### src/rtl/display_pkg.sv
// ---------------------------------------------------------------------------
// display_pkg
// Shared definitions for the eight-digit multiplexed display path.
//   NUM_DIGITS  : number of digits on the common-anode display
//   ANODE_OFF   : anode pattern with every digit disabled (active-low)
//   digit_idx_t : index of the digit currently being scanned
//   disp_word_t : eight packed hex nibbles, digit 0 in bits 3:0
// ---------------------------------------------------------------------------
package display_pkg;

   localparam int NUM_DIGITS = 8;
   localparam logic [NUM_DIGITS-1:0] ANODE_OFF = 8'hFF;

   typedef logic [2:0]  digit_idx_t;
   typedef logic [31:0] disp_word_t;

endpackage

### src/rtl/display_scanner_refresh_tick.sv
// ---------------------------------------------------------------------------
// refresh_tick
// Free-running prescaler producing one tick every TICK_DIV clock cycles.
// The counter runs 0..TICK_DIV-1 and tick is high while it sits at the top.
// Ports:
//   clk   : system clock, rising edge
//   reset : synchronous active-high reset, counter returns to 0
//   tick  : single-cycle pulse, high when the counter equals TICK_DIV-1
// ---------------------------------------------------------------------------
module refresh_tick #(
   parameter int TICK_DIV = 100_000
) (
   input  logic clk,
   input  logic reset,
   output logic tick
);

   localparam int CNT_W = (TICK_DIV > 1) ? $clog2(TICK_DIV) : 1;
   localparam logic [CNT_W-1:0] LAST = CNT_W'(TICK_DIV - 1);

   logic [CNT_W-1:0] r_pcnt;

   always_ff @(posedge clk) begin
      if (reset) begin
         r_pcnt <= '0;
      end else if (r_pcnt == LAST) begin
         r_pcnt <= '0;
      end else begin
         r_pcnt <= r_pcnt + 1'b1;
      end
   end

   assign tick = (r_pcnt == LAST);

endmodule

### src/rtl/display_scanner.sv
// ---------------------------------------------------------------------------
// display_scanner
// Time-multiplexed scanner for an eight-digit common-anode display. Holds a
// double-buffered 32-bit value (shadow written by load, display copy updated
// only at the end of digit 7's slot so a frame never mixes two values) and
// steps through the digits once per prescaler tick. The cycle after every
// tick all anodes are off so hex/dp can settle before the next digit lights.
//
// Optional feature: define DISP_LZB_EN for leading-zero blanking. Digits
// k>0 whose nibbles k..7 are all zero stay dark and their decimal point is
// suppressed; the mask is computed at the swap alongside the display copy.
//
// Ports:
//   clk        : system clock, rising edge
//   reset      : synchronous active-high reset
//   load       : one-cycle strobe capturing value/dp_mask into the shadow
//   value      : eight hex nibbles, nibble k drives digit k (0 = rightmost)
//   dp_mask    : bit k lights the decimal point of digit k
//   hex        : nibble of the current digit, to the seven-segment decoder
//   anode      : active-low digit enables, at most one low
//   dp         : active-low decimal point of the current digit
//   pending    : a loaded value is waiting for the frame boundary
//   frame_done : one-cycle pulse after digit 7's slot ends
// ---------------------------------------------------------------------------
module display_scanner
   import display_pkg::*;
#(
   parameter int TICK_DIV = 100_000
) (
   input  logic        clk,
   input  logic        reset,
   input  logic        load,
   input  logic [31:0] value,
   input  logic [7:0]  dp_mask,
   output logic [3:0]  hex,
   output logic [7:0]  anode,
   output logic        dp,
   output logic        pending,
   output logic        frame_done
);

`ifdef DISP_LZB_EN
   // Digit k>0 is blanked when it and every more significant nibble is zero.
   function automatic logic [NUM_DIGITS-1:0] lzb_mask(input disp_word_t val);
      logic [NUM_DIGITS-1:0] m;
      logic                  zero_above;
      m          = '0;
      zero_above = 1'b1;
      for (int k = NUM_DIGITS - 1; k > 0; k--) begin
         zero_above = zero_above & (val[4*k +: 4] == 4'h0);
         m[k]       = zero_above;
      end
      return m;
   endfunction
`endif

   logic                  w_tick;
   logic                  w_swap;
   logic                  w_take;
   digit_idx_t            w_dig_nxt;
   disp_word_t            w_disp_val_nxt;
   logic [NUM_DIGITS-1:0] w_disp_dp_nxt;
   logic                  w_dig_blank;
   logic [NUM_DIGITS-1:0] w_anode_nxt;

   digit_idx_t            r_dig;
   logic                  r_pending;
   logic                  r_frame_done;
   disp_word_t            r_shadow_val;
   logic [NUM_DIGITS-1:0] r_shadow_dp;
   disp_word_t            r_disp_val;
   logic [NUM_DIGITS-1:0] r_disp_dp;
   logic [3:0]            r_hex;
   logic [NUM_DIGITS-1:0] r_anode;
   logic                  r_dp;

   refresh_tick #(
      .TICK_DIV(TICK_DIV)
   ) u_refresh_tick (
      .clk  (clk),
      .reset(reset),
      .tick (w_tick)
   );

   // Frame boundary: end of digit 7's slot. The display copy is replaced
   // only if a load is waiting; the swap reads the pre-edge shadow, so a
   // load on this very cycle lands in the shadow for the next frame.
   assign w_swap         = w_tick && (r_dig == digit_idx_t'(NUM_DIGITS - 1));
   assign w_take         = w_swap && r_pending;
   assign w_dig_nxt      = w_tick ? digit_idx_t'(r_dig + 3'd1) : r_dig;
   assign w_disp_val_nxt = w_take ? r_shadow_val : r_disp_val;
   assign w_disp_dp_nxt  = w_take ? r_shadow_dp  : r_disp_dp;

`ifdef DISP_LZB_EN
   logic [NUM_DIGITS-1:0] r_blank;
   logic [NUM_DIGITS-1:0] w_blank_nxt;

   assign w_blank_nxt = w_take ? lzb_mask(r_shadow_val) : r_blank;
   assign w_dig_blank = w_blank_nxt[w_dig_nxt];

   always_ff @(posedge clk) begin
      if (reset) begin
         r_blank <= lzb_mask('0);
      end else begin
         r_blank <= w_blank_nxt;
      end
   end
`else
   assign w_dig_blank = 1'b0;
`endif

   // Outputs are computed from next-state index/data so they are registered
   // yet already reflect the digit being entered. A tick forces the
   // anti-ghosting blank cycle.
   assign w_anode_nxt = (w_tick || w_dig_blank) ? ANODE_OFF
                                                : ~(8'b1 << w_dig_nxt);

   // ---- control state ----
   always_ff @(posedge clk) begin
      if (reset) begin
         r_dig        <= '0;
         r_pending    <= 1'b0;
         r_frame_done <= 1'b0;
      end else begin
         r_dig        <= w_dig_nxt;
         r_pending    <= load | (r_pending & ~w_swap);
         r_frame_done <= w_swap;
      end
   end

   // ---- shadow and display buffers ----
   always_ff @(posedge clk) begin
      if (reset) begin
         r_shadow_val <= '0;
         r_shadow_dp  <= '0;
         r_disp_val   <= '0;
         r_disp_dp    <= '0;
      end else begin
         if (load) begin
            r_shadow_val <= value;
            r_shadow_dp  <= dp_mask;
         end
         r_disp_val <= w_disp_val_nxt;
         r_disp_dp  <= w_disp_dp_nxt;
      end
   end

   // ---- registered display outputs ----
   always_ff @(posedge clk) begin
      if (reset) begin
         r_hex   <= 4'h0;
         r_anode <= ANODE_OFF;
         r_dp    <= 1'b1;
      end else begin
         r_hex   <= w_disp_val_nxt[4*w_dig_nxt +: 4];
         r_anode <= w_anode_nxt;
         r_dp    <= ~w_disp_dp_nxt[w_dig_nxt] | w_dig_blank;
      end
   end

   assign hex        = r_hex;
   assign anode      = r_anode;
   assign dp         = r_dp;
   assign pending    = r_pending;
   assign frame_done = r_frame_done;

endmodule

### config.mk
export PLATFORM = sky130hd
export DESIGN_NAME = display_scanner
export DESIGN_NICKNAME = d
export VERILOG_FILES = /design/src/rtl/display_pkg.sv /design/src/rtl/display_scanner_refresh_tick.sv /design/src/rtl/display_scanner.sv
export SDC_FILE = /design/constraint.sdc
export NUM_CORES = 1
export LEC_CHECK = 0
export BUFFER_PORTS_ARGS = -buffer_cell sky130_fd_sc_hd__clkbuf_2
export CAP_MARGIN = 40
export CORE_UTILIZATION = 45
export CTS_BUF_LIST = sky130_fd_sc_hd__clkbuf_4 sky130_fd_sc_hd__clkbuf_8
export DETAILED_ROUTE_END_ITERATION = 10
export MAX_ROUTING_LAYER = met4
export PLACE_DENSITY = 0.64
export SETUP_SLACK_MARGIN = 0.02
export SYNTH_ARGS = -nofsm -noshare
export SYNTH_HDL_FRONTEND = slang
export SYNTH_SLANG_ARGS = --single-unit
### constraint.sdc
create_clock -name clk -period 6.2 [get_ports clk]
set_input_delay 0 -clock clk [delete_from_list [all_inputs] [get_ports clk]]
set_output_delay 0 -clock clk [all_outputs]
set_load 0.005 [all_outputs]
# --- Word-level counts from Yosys, hierarchy flattened ---
# Cells that the tools add are included.
classes:
  add_sub_neg: 2
  mul: 0
  div: 0
  magnitude_cmp: 1
  eq_ne: 2
  shift: 2
  n_mux: 5
  n_bitwise: 5
  reduce_logical: 3
op_table:
  columns: ["cell", "n"]
  rows:
  - ["$mux W32", 1]
  - ["$shiftx A32 B6 Y4", 1]
  - ["$add A17 B1 Y17 const B", 1]
  - ["$eq A17 B17 Y1 const B", 1]
  - ["$mux W8", 1]
  - ["$not A8 Y8", 1]
  - ["$shl A1 B3 Y8 const A", 1]
  - ["$lt A3 B4 Y1 const B", 1]
  - ["$add A3 B1 Y3 const B", 1]
  - ["$bmux W1 S3", 1]
  - ["$eq A3 B3 Y1 const B", 1]
  - ["$mux W3", 1]
  - ["$logic_and A1 B1 Y1", 2]
  - ["$not A1 Y1", 2]
  - ["$reduce_or A2 Y1", 1]
  - ["$and A1 B1 Y1", 1]
  - ["$mux W1", 1]
  - ["$or A1 B1 Y1", 1]
word_totals:
  register_bits: 115
  latchBits: 0
  ramBits: 0
  rom_bits: 0
  inputBits: 43
  out_inout_bits: 15
  memories: 0

# --- Logic depth before layout (Yosys ltp) ---
# Gate-level depths: netlist of the first run.
depth:
  word_depth: 7
  depth_mapped: 10
  mapped_depth_nobuf: 7

# --- Hierarchy ---
# A second synthesis of the first run with hierarchy kept.
hier_totals:
  hier_cells: 441
  hier_area_um2: 4420.5
by_module_without_submodules:
  columns: ["module", "n_inst", "cells_each", "area_each_um2", "seq_area_each_um2"]
  rows:
  - ["display_scanner", 1, 353, 3623.5, 1961.9]
  - ["refresh_tick", 1, 88, 797.0, 340.3]

# --- Least setup slack after synthesis of the first run ---
# OpenSTA, ideal clock, no wires.
synth_path:
  path_type: "reg-to-reg"
  startpoint: "register u_refresh_tick.r_pcnt[0]"
  endpoint: "register r_hex[1] (netlist: hex[1])"
  setup_time_ns: 0.130
  t_arrival_ns: 1.943
  t_required_ns: 6.070
  slack_ns: 4.126
  path_stages_with_launch: 9
  path_buffers: 1
  synth_period_minus_slack_ns: 2.074
  path_cell_list: "dfxtp_1 -> ha_1 -> and4_1 -> and4_4 -> buf_6 -> nand2_4 -> mux2_1 -> a2111oi_1 -> o22ai_1"
synth_via:
  elab_chain_len: 5
  word_cells_on_any_way: 6
synth_rtl:
  columns: ["item", "line", "text"]
  rows:
  - ["start, declared", "display_scanner_refresh_tick.sv:21", "logic [CNT_W-1:0] r_pcnt;"]
  - ["start signal, assigned", "display_scanner_refresh_tick.sv:29", "r_pcnt <= r_pcnt + 1'b1;"]
  - ["$eq A17 B17 Y1 (*)", "display_scanner_refresh_tick.sv:33", "assign tick = (r_pcnt == LAST);"]
  - ["$logic_and A1 B1 Y1", "display_scanner.sv:88", "assign w_swap = w_tick && (r_dig == digit_idx_t'(NUM_DIGITS - 1));"]
  - ["$logic_and A1 B1 Y1", "display_scanner.sv:89", "assign w_take = w_swap && r_pending;"]
  - ["$mux W32", "display_scanner.sv:91", "assign w_disp_val_nxt = w_take ? r_shadow_val : r_disp_val;"]
  - ["$shiftx A32 B6 Y4 (*)", "display_scanner.sv:155", "r_hex <= w_disp_val_nxt[4*w_dig_nxt +: 4];"]
  - ["end signal, assigned", "display_scanner.sv:155", null]
  - ["end, declared", "display_scanner.sv:73", "logic [3:0] r_hex;"]
# Mark *: on every way between the ends. The rest lies on a longest branch, timed or not.
# A chain may end at the register's enable or synchronous reset.

# --- Final worst setup path of the first run ---
# Ends and elaborated chain as after synthesis.

==> results of run 1 <==
cell type report:
cell class | count | area (sq um)
Clock inverter | 10 | 106
Tap cell | 133 | 166
Timing Repair Buffer | 100 | 708
Fill cell | 908 | 4130
Sequential cell | 115 | 2300
Clock buffer | 22 | 290
Inverter | 3 | 11.3
Multi-Input combinational cell | 346 | 2200
sequential cells by signal, indices dropped and copies added, names as in the netlist, 3 cells and up:
signal / count
r_disp_val: 32
r_disp_dp: 8
r_dig: 3
r_shadow_val: 32
u_refresh_tick.r_pcnt: 17
hex: 4
r_shadow_dp: 8
anode: 8
worst register-to-register path, stage by stage (launching register included):
cell       delay (ns)
dfxtp_1          0.36
ha_1             0.23
and4_1           0.30
nand4_2          0.69
nand3b_1         0.56
nand2_2          0.23
a2111oi_1        0.50
o22ai_1          0.16
synth_stat cells, types with 2 or more instances:
library cell / n / area (sq um)
a2111oi_2: 3 / 45.0
a21oi_1: 36 / 180
a221oi_1: 4 / 35.0
a22oi_1: 29 / 218
and3_1: 6 / 37.5
buf_1: 5 / 18.8
buf_2: 5 / 25.0
buf_6: 4 / 45.0
clkbuf_1: 20 / 75.1
dfxtp_1: 115 / 2300
ha_1: 3 / 37.5
inv_1: 3 / 11.3
mux2_2: 3 / 33.8
mux2i_1: 45 / 450
nand2_1: 28 / 105
nand2b_1: 2 / 12.5
nand3_1: 35 / 175
nand3_2: 2 / 20.0
nand3b_1: 3 / 22.5
nand4_1: 3 / 18.8
nor2_1: 68 / 255
nor2b_1: 4 / 25.0
nor3_1: 2 / 10.0
nor4_1: 4 / 25.0
o21ai_0: 27 / 135
o21ai_1: 2 / 10.0
o22ai_1: 4 / 25.0
or3_1: 2 / 12.5
xnor2_1: 4 / 35.0
xor2_1: 11 / 96.3
path summary, 6_finish.rpt:
check / from / endpoint / slack, ns / cells past startpoint
worst max-delay path: u_refresh_tick.r_pcnt[0] / hex[1] / 3.02 / 7
worst min-delay path: reset / r_shadow_val[28] / 0.25 / 3
worst max register to register: u_refresh_tick.r_pcnt[0] / hex[1] / 3.02 / 7
worst min register to register: r_disp_dp[6] / r_disp_dp[6] / 0.46 / 2
logic make-up (layout without fill, tap and decap cells):
logic type | after synthesis | count (layout) | share of synthesized area, %
buffers and inverters | 38 | 135 | 3.90
adder cells (fa/ha/maj) | 3 | 3 | 0.801
AND/OR/NAND/NOR | 171 | 171 | 18.2
AO/OA/AOI/OAI | 108 | 108 | 14.6
flip-flops | 115 | 115 | 49.1
XOR/XNOR | 15 | 15 | 2.80
multiplexers | 49 | 49 | 10.6
per-stage QoR:
step / setup WS (ns) / util (%)
3_3_place_gp: 3.27 / 50.3
2_1_floorplan: 4.13 / -
6_report: 3.02 / 58.4
3_5_place_dp: 3.09 / 50.3
4_1_cts: 3.05 / 58.4
5_1_grt: 2.77 / 58.4
power groups by stage:
stage	sequential [mW]	clock (mW)	combinational [mW]
floorplan	0.781	0	0.0406
global placement	0.784	0	0.0591
detailed placement	0.784	0	0.0608
CTS	0.768	0.699	0.0806
global route	0.770	0.733	0.0886
finish	0.768	0.686	0.0801
metal layers:
| layer | GRT usage (%) | wire length (microns) |
|---|---|---|
| met5 | - | 0 |
| met4 | 8.47 | 125 |
| met3 | 4.57 | 538 |
| met2 | 32.7 | 5110 |
| met1 | 25.7 | 5020 |
==> results.cfg, run 1 <==
[logic_synthesis]
synth_cells = 499
synth.avg_cell_area_sq_um = 9.39
netlist_area_sq_mm = 0.00468
synth.distinct_cells = 47
ys.flop_type = dfxtp_1
async_flop_share_pct = 0
yosysSeqAreaShare_pct = 49.1
synth_edf_count = 0
synth_seq_cells = 115
ys_warn_count = 0
syn_nets = 545

[cts]
clock_sinks = 115
clockRootBuffer = clkbuf_8
cts_buffer_depth = 2
htree_levels = 4
cts_tree = done
cts_buffers = 17
cts_resized = 0
post_cts_buffers = 0
postCtsHoldBufs = 40
clkSlewWorstSetupHoldPaths_ns = 0.07
clkLatencyLatePin_ns = 0.41

[place]
postPlaceCellArea_sq_mm = 0.00499
gp_congestion = 0.833
hpwlAfterDp_mm = 6.91
dp_cells = 657
io_buffers = 57

[worst_setup_path]
path_class = flop to flop
start_kind = flop
cp.buffers_inverters = 0
critical-path-max-stage-delay_ns = 0.69
setup.worst_path.end_class = flop
worstPathArrival_ns = 3.45
cp_top_family = simple AND/OR/NAND/NOR gates
required_ns = 6.47
cp_slowest_cell = nand4_2
worstPathMaxFanout = 36
crit_chain = ha_1 > and4_1 > nand4_2 > nand3b_1 > nand2_2 > a2111oi_1 > o22ai_1

[grt]
grt_max_degree = 88
grt_pass1_wl_mm = 17.5
antenna_found_initial = 0
track_usage_pct = 20.7
grt-ovfl-total = 0
grt_pass1_vias = 3664

[timing]
rsz0062_at_grt = no
holdWs_ns = 0.253
setup_violations = 0
period_needed_ns = 3.18
fin_setup_tns_ns = 0
fin_skew_ns = 0.0103
max_slew_margin_pct = 40.8
fmax_ghz = 0.315
worstMarginPinSlew_ns = 0.886
final-hold-violation-count = 0
drv_slew = 0
fin_crit_sh_pct = 51.2

[layout]
area_growth_pct = 23.5
drive_gt1_share_pct = 18.5
layout_commonest_cell = dfxtp_1
nets = 629
diodes = 0
stdcell_area_sq_mm = 0.00578
final-instance-count-excl-fill = 729
layout_common_cells = dfxtp_1, nor2_1, clkbuf_2

[pwr]
pwr-share-comb_pct = 5.2
ir_drop_mv = 0.185
power_density_mw_per_mm2 = 265
p_clk_share_pct = 44.7
swShare_pct = 22.0
power_mw = 1.53
p_leak_nw = 2.38
seq_power_share_pct = 50.1
power_switching_mw = 0.337
p_int_mw = 1.20

[die]
core_area_sq_mm = 0.00991
die_width_microns = 104
die_h_microns = 104
die-area_sq_mm = 0.0108
start_util_pct = 47.3
pin_count = 58
row_count = 36

[route]
dr_total_vias = 3880
route.detailed.drc = 0
drt-vias-per-instance = 5.32
final_antenna_net_count = 0
route.final.wire_length_mm = 10.8
wl_per_cell_microns = 14.8
drt_iter0_drc = 215
drt_pre_antenna_iters = 5

[flow_run]
drv_cap = 0

[hold_path]
min_path_type = input port to flop

[outcome]
outcome = finished clean
No activity file was read; power rests on OpenSTA's default activity.
==> inputs of run 2 (changes only) <==
--- a/config.mk
+++ b/config.mk
@@ -5,6 +5,7 @@
 export SDC_FILE = /design/constraint.sdc
 export NUM_CORES = 1
 export LEC_CHECK = 0
+export ABC_AREA = 1
 export BUFFER_PORTS_ARGS = -buffer_cell sky130_fd_sc_hd__clkbuf_2
 export CAP_MARGIN = 40
 export CORE_UTILIZATION = 45
==> constraint.sdc (replaced) <==
create_clock -name clk -period 3.1 [get_ports clk]
set_input_delay 0 -clock clk [delete_from_list [all_inputs] [get_ports clk]]
set_output_delay 0 -clock clk [all_outputs]
set_load 0.005 [all_outputs]
==> results.cfg, run 2 <==
[route]
drt_pre_antenna_iters = 4
top_layer = met4
wl_met1_mm = 5.33
dr_total_vias = 4366
route.detailed.drc = 0
drt_iter0_drc = 258
wl_per_cell_microns = 12.9
final_antenna_net_count = 0
wl_met3_microns = 505
route.final.wire_length_mm = 11.4
drt-vias-per-instance = 4.95
wl_met2_mm = 5.40

[place]
hpwlAfterDp_mm = 7.38
postPlaceCellArea_sq_mm = 0.00505
dp_cells = 810
io_buffers = 57
gp_congestion = 0.795

[layout]
layout_common_cells = nand2_1, dfxtp_1, nor2_1
diodes = 0
layout_commonest_cell = nand2_1
area_growth_pct = 24.1
fill_cells = 971
reg_top3 = r_disp_val x32, r_shadow_val x32, u_refresh_tick.r_pcnt x17
seq_area_sq_mm = 0.00230
nets = 779
drive_gt1_share_pct = 15.0
stdcell_area_sq_mm = 0.00590
fin_util_pct = 57.4
multiInputGateArea_sq_mm = 0.00212
final-instance-count-excl-fill = 882

[timing]
worstMarginPinSlew_ns = 0.676
fmax_ghz = 0.419
fin_setup_tns_ns = 0
max_slew_margin_pct = 54.9
period_needed_ns = 2.39
rsz0062_at_grt = no
setup_violations = 0
final-hold-violation-count = 0
fin_crit_sh_pct = 77.0
drv_slew = 0
fin_skew_ns = 0.0106

[cts]
cts_resized = 0
clockRootBuffer = clkbuf_8
post_cts_buffers = 0
clkLatencyLatePin_ns = 0.43
clock_sinks = 115
cts_buffer_depth = 2
clkSlewWorstSetupHoldPaths_ns = 0.07
cts_buffers = 17
htree_levels = 4
postCtsHoldBufs = 40
cts_tree = done

[logic_synthesis]
ys.flop_type = dfxtp_1
synth_top_area_share_pct = 48.4
synth_cells = 648
synth_edf_count = 0
synth_seq_cells = 115
yosysMostFrequentCell = nand2_1
yosys.area.top_type = dfxtp_1
netlist_area_sq_mm = 0.00475
async_flop_share_pct = 0
ys_warn_count = 0
synth.avg_cell_area_sq_um = 7.34
synthTopCellsByArea = dfxtp_1, nand2_1, nor2_1
syn_nets = 694
synth_top_cells_by_count = nand2_1, dfxtp_1, nor2_1, o21ai_0, a21oi_1
yosysSeqAreaShare_pct = 48.4
synth.distinct_cells = 33

[worst_setup_path]
worstPathArrival_ns = 2.76
cp-startpoint = u_refresh_tick.r_pcnt[0]
cp_slowest_cell = nor2_2
start_kind = flop
r2r-start = u_refresh_tick.r_pcnt[0]
worstPathMaxFanout = 41
setup.worst_path.end_class = flop
crit_chain = ha_1 > nand3_1 > inv_1 > nand2_1 > nor2_2 > buf_4 > nand2_1 > nand2_1 > nor2_2 > nand2_1 > nand2_1 > o21ai_0 > nand2_1
path_class = flop to flop
required_ns = 3.48
cp_common_cell = nand2_1
critical-path-max-stage-delay_ns = 0.51

[die]
core_area_sq_mm = 0.0103
die_h_microns = 105
row_count = 37
start_util_pct = 46.3
die_width_microns = 105
pin_count = 58
die-area_sq_mm = 0.0110

[grt]
track_usage_pct = 23.3
antenna_found_initial = 0
grt-ovfl-total = 0
grt_pass1_wl_mm = 19.8
grt_pass1_vias = 4275
grt_max_degree = 48

[hold_path]
worstHoldStart = reset
min_path_type = input port to flop

[pwr]
power_mw = 3.26
power_density_mw_per_mm2 = 553
p_leak_nw = 2.68
ir_drop_mv = 0.261

[flow_run]
drv_cap = 0

[outcome]
outcome = finished clean
-- run 2: cell count changes in the layout (fill, tap and decap cells not counted), sizes merged, moves of 27 or more --
cell	change
mux2i	-45
a22oi	-29
inv	+27
nand4	+37
nor2	+44
nand2	+151
-- run 2: area by class of cell --
cell class | count | area share [%]
Multi-Input combinational cell | 464 | 35.9
Timing Repair Buffer | 104 | 12.5
Inverter | 31 | 1.97
Sequential cell | 115 | 39.0
Clock inverter | 12 | 3.03
Tap cell | 136 | 2.88
Clock buffer | 20 | 4.66
-- run 2: worst paths after layout --
kind	endpoint	slack, ns	cells past startpoint
setup / recovery	hex[2]	0.71	13
hold / removal	frame_done	0.10	3
setup reg to reg	hex[2]	0.71	13
hold reg to reg	r_shadow_dp[6]	0.46	2
-- run 2: logic make-up (layout without fill, tap and decap cells) --
| group | count (synthesis) | after routing | synth area share [%] |
|---|---|---|---|
| AOI/OAI and AO/OA | 100 | 100 | 10.7 |
| xor gates and xnor gates | 4 | 4 | 0.737 |
| adders and majority gates | 3 | 3 | 0.790 |
| buffers and inverters | 69 | 167 | 6.97 |
| DFF | 115 | 115 | 48.4 |
| and+or+nand+nor | 357 | 357 | 32.4 |
-- run 2: worst max-delay path, delay by kind of cell (launching register included) --
kind | cells | cell delay (ns)
simple gates | 9 | 1.35
buf+inv | 2 | 0.36
compound gates | 1 | 0.07
fa+ha+maj | 1 | 0.22
flops | 1 | 0.33
-- run 2: power by group --
group | switching, mW | leakage, nW | internal, mW
clock network | 0.609 | 0.221 | 0.940
registers | 0.0223 | 0.938 | 1.52
logic | 0.0911 | 1.52 | 0.0810
total | 0.722 | 2.68 | 2.54
-- run 2: per-stage QoR --
stage	setup WS (ns)	hold slack (ns)
final	0.712	0.104
after floorplan	1.27	0.135
after global placement	0.763	0.222
after CTS	0.762	0.0963
after detailed placement	0.770	0.228
after global routing	0.501	0.107
-- run 2: metal layers --
layer	global-route usage [%]	up-vias
met2	36.9	97
met1	28.6	1974
li1	-	2278
met5	-	-
met4	7.65	0
met3	6.43	17
==> inputs of run 3 (changes only) <==
==> constraint.sdc (replaced) <==
create_clock -name clk -period 2.3 [get_ports clk]
set_input_delay 0 -clock clk [delete_from_list [all_inputs] [get_ports clk]]
set_output_delay 0 -clock clk [all_outputs]
set_load 0.005 [all_outputs]
==> results.cfg, run 3 (same netlist as run 2, synthesis figures left out) <==
[worst_setup_path]
start_kind = flop
worstPathArrival_ns = 2.39
path_class = flop to flop
setup.worst_path.end_class = flop
rr_worst_depth = 13
worstPathMaxFanout = 10
required_ns = 2.60

[pwr]
p_clk_share_pct = 40.8
ir_drop_mv = 0.358
swShare_pct = 24.1
p_leak_nw = 2.65
power_switching_mw = 0.944
p_int_mw = 2.96
power_density_mw_per_mm2 = 670
pwr-share-comb_pct = 6.0
seq_power_share_pct = 53.2

[layout]
reg_top3 = r_disp_val x32, r_shadow_val x32, u_refresh_tick.r_pcnt x17
layout_common_cells = nand2_1, dfxtp_1, nor2_1
nets = 783
area_growth_pct = 22.6
layout_commonest_cell = nand2_1
diodes = 0
drive_gt1_share_pct = 15.4
stdcell_area_sq_mm = 0.00583

[grt]
grt_pass1_vias = 4200
track_usage_pct = 23.2
antenna_found_initial = 0
grt-ovfl-total = 0
grt_pass1_wl_mm = 19.7
grt_max_degree = 45

[die]
row_count = 37
die_h_microns = 105
core_area_sq_mm = 0.0103
start_util_pct = 46.3
die-area_sq_mm = 0.0110
die_width_microns = 105
pin_count = 58

[hold_path]
hold_depth = 2
min_path_type = input port to flop

[cts]
htree_levels = 4
cts_buffers = 17
clkSlewWorstSetupHoldPaths_ns = 0.07
clock_sinks = 115
cts_buffer_depth = 2
clkLatencyLatePin_ns = 0.42
clockRootBuffer = clkbuf_8
cts_tree = done

[route]
drt_iter0_drc = 270
final_antenna_net_count = 0
drt-vias-per-instance = 5.00
drt_pre_antenna_iters = 4
route.detailed.drc = 0
wl_per_cell_microns = 13.0
route.final.wire_length_mm = 11.5
dr_total_vias = 4422

[timing]
max_slew_margin_pct = 57.7
fin_setup_tns_ns = 0
fin_crit_sh_pct = 90.6
rsz0062_at_grt = no
worstMarginPinSlew_ns = 0.634
period_needed_ns = 2.08
holdWs_ns = 0.0355
drv_slew = 0
final-hold-violation-count = 0
fmax_ghz = 0.480
fin_skew_ns = 0.0120
setup_violations = 0

[place]
postPlaceCellArea_sq_mm = 0.00508
hpwlAfterDp_mm = 7.60
io_buffers = 57
gp_congestion = 0.827

[outcome]
outcome = finished clean

[flow_run]
drv_cap = 0
run 3: changes by cell type in the layout (fill, tap and decap cells not counted), sizes merged:
cell / delta
clkinv: +2
bufinv: -4
buf: +4
clkbuf: +1
run 3: worst paths after layout:
path	from	to	slack, ns
hold / removal	reset	r_disp_val[29]	0.04
hold reg to reg	r_disp_val[29]	r_disp_val[29]	0.47
setup reg to reg	u_refresh_tick.r_pcnt[0]	hex[1]	0.22
setup / recovery	u_refresh_tick.r_pcnt[0]	hex[1]	0.22
run 3: per-stage QoR:
stage | instances | worst slack [ns] | utilization (%) | total power, mW
floorplan | 648 | 0.473 | - | 2.22
global placement | 814 | 0.208 | 49.4 | 2.30
detailed placement | 814 | 0.190 | 49.4 | 2.30
global route | 885 | 0.0240 | 56.7 | 4.08
CTS | 885 | 0.173 | 56.6 | 3.94
finish | 885 | 0.215 | 56.7 | 3.91
run 3: power by group through the flow:
| stage | sequential [mW] | clock, mW | combinational, mW |
|---|---|---|---|
| detailed placement | 2.12 | 0 | 0.180 |
| CTS | 2.08 | 1.63 | 0.234 |
| global route | 2.08 | 1.73 | 0.265 |
| finish | 2.08 | 1.59 | 0.235 |
| global placement | 2.12 | 0 | 0.176 |
| floorplan | 2.11 | 0 | 0.112 |
run 3: critical path, cell delays in order, from the launching register on:
cell     delay (ns)
dfxtp_1        0.37
ha_1           0.20
nand3_1        0.16
inv_1          0.15
nand2_1        0.10
nor2_4         0.16
nand2_1        0.09
nand2_2        0.11
nor2_2         0.06
buf_4          0.17
nand2_1        0.07
nand2_1        0.04
o21ai_0        0.22
nand2_1        0.08
run 3: repair_timing:
item / in CTS / in global routing
hold buffers: 40 / 0
setup buffers: 0 / 0
resized for setup: 0 / 3
endpoints found under the hold margin: 40 / 0
setup endpoints to repair: 0 / 2
run 3: layer usage:
metal	global-route usage, %	wire length [microns]	vias up
met4	7.24	171	0
met3	5.99	562	17
met2	35.2	5250	109
li1	-	-	2286
met1	30.2	5540	2010
met5	-	0	-
run 3: area by class of cell:
| type | count | area [sq um] |
|---|---|---|
| tap | 136 | 170 |
| clock inverter | 10 | 61.3 |
| timing repair buffer | 108 | 776 |
| clock buffer | 21 | 277 |
| sequential | 115 | 2300 |
| fill | 1003 | 4450 |
| inverter | 31 | 116 |
| multi-input combinational | 464 | 2130 |
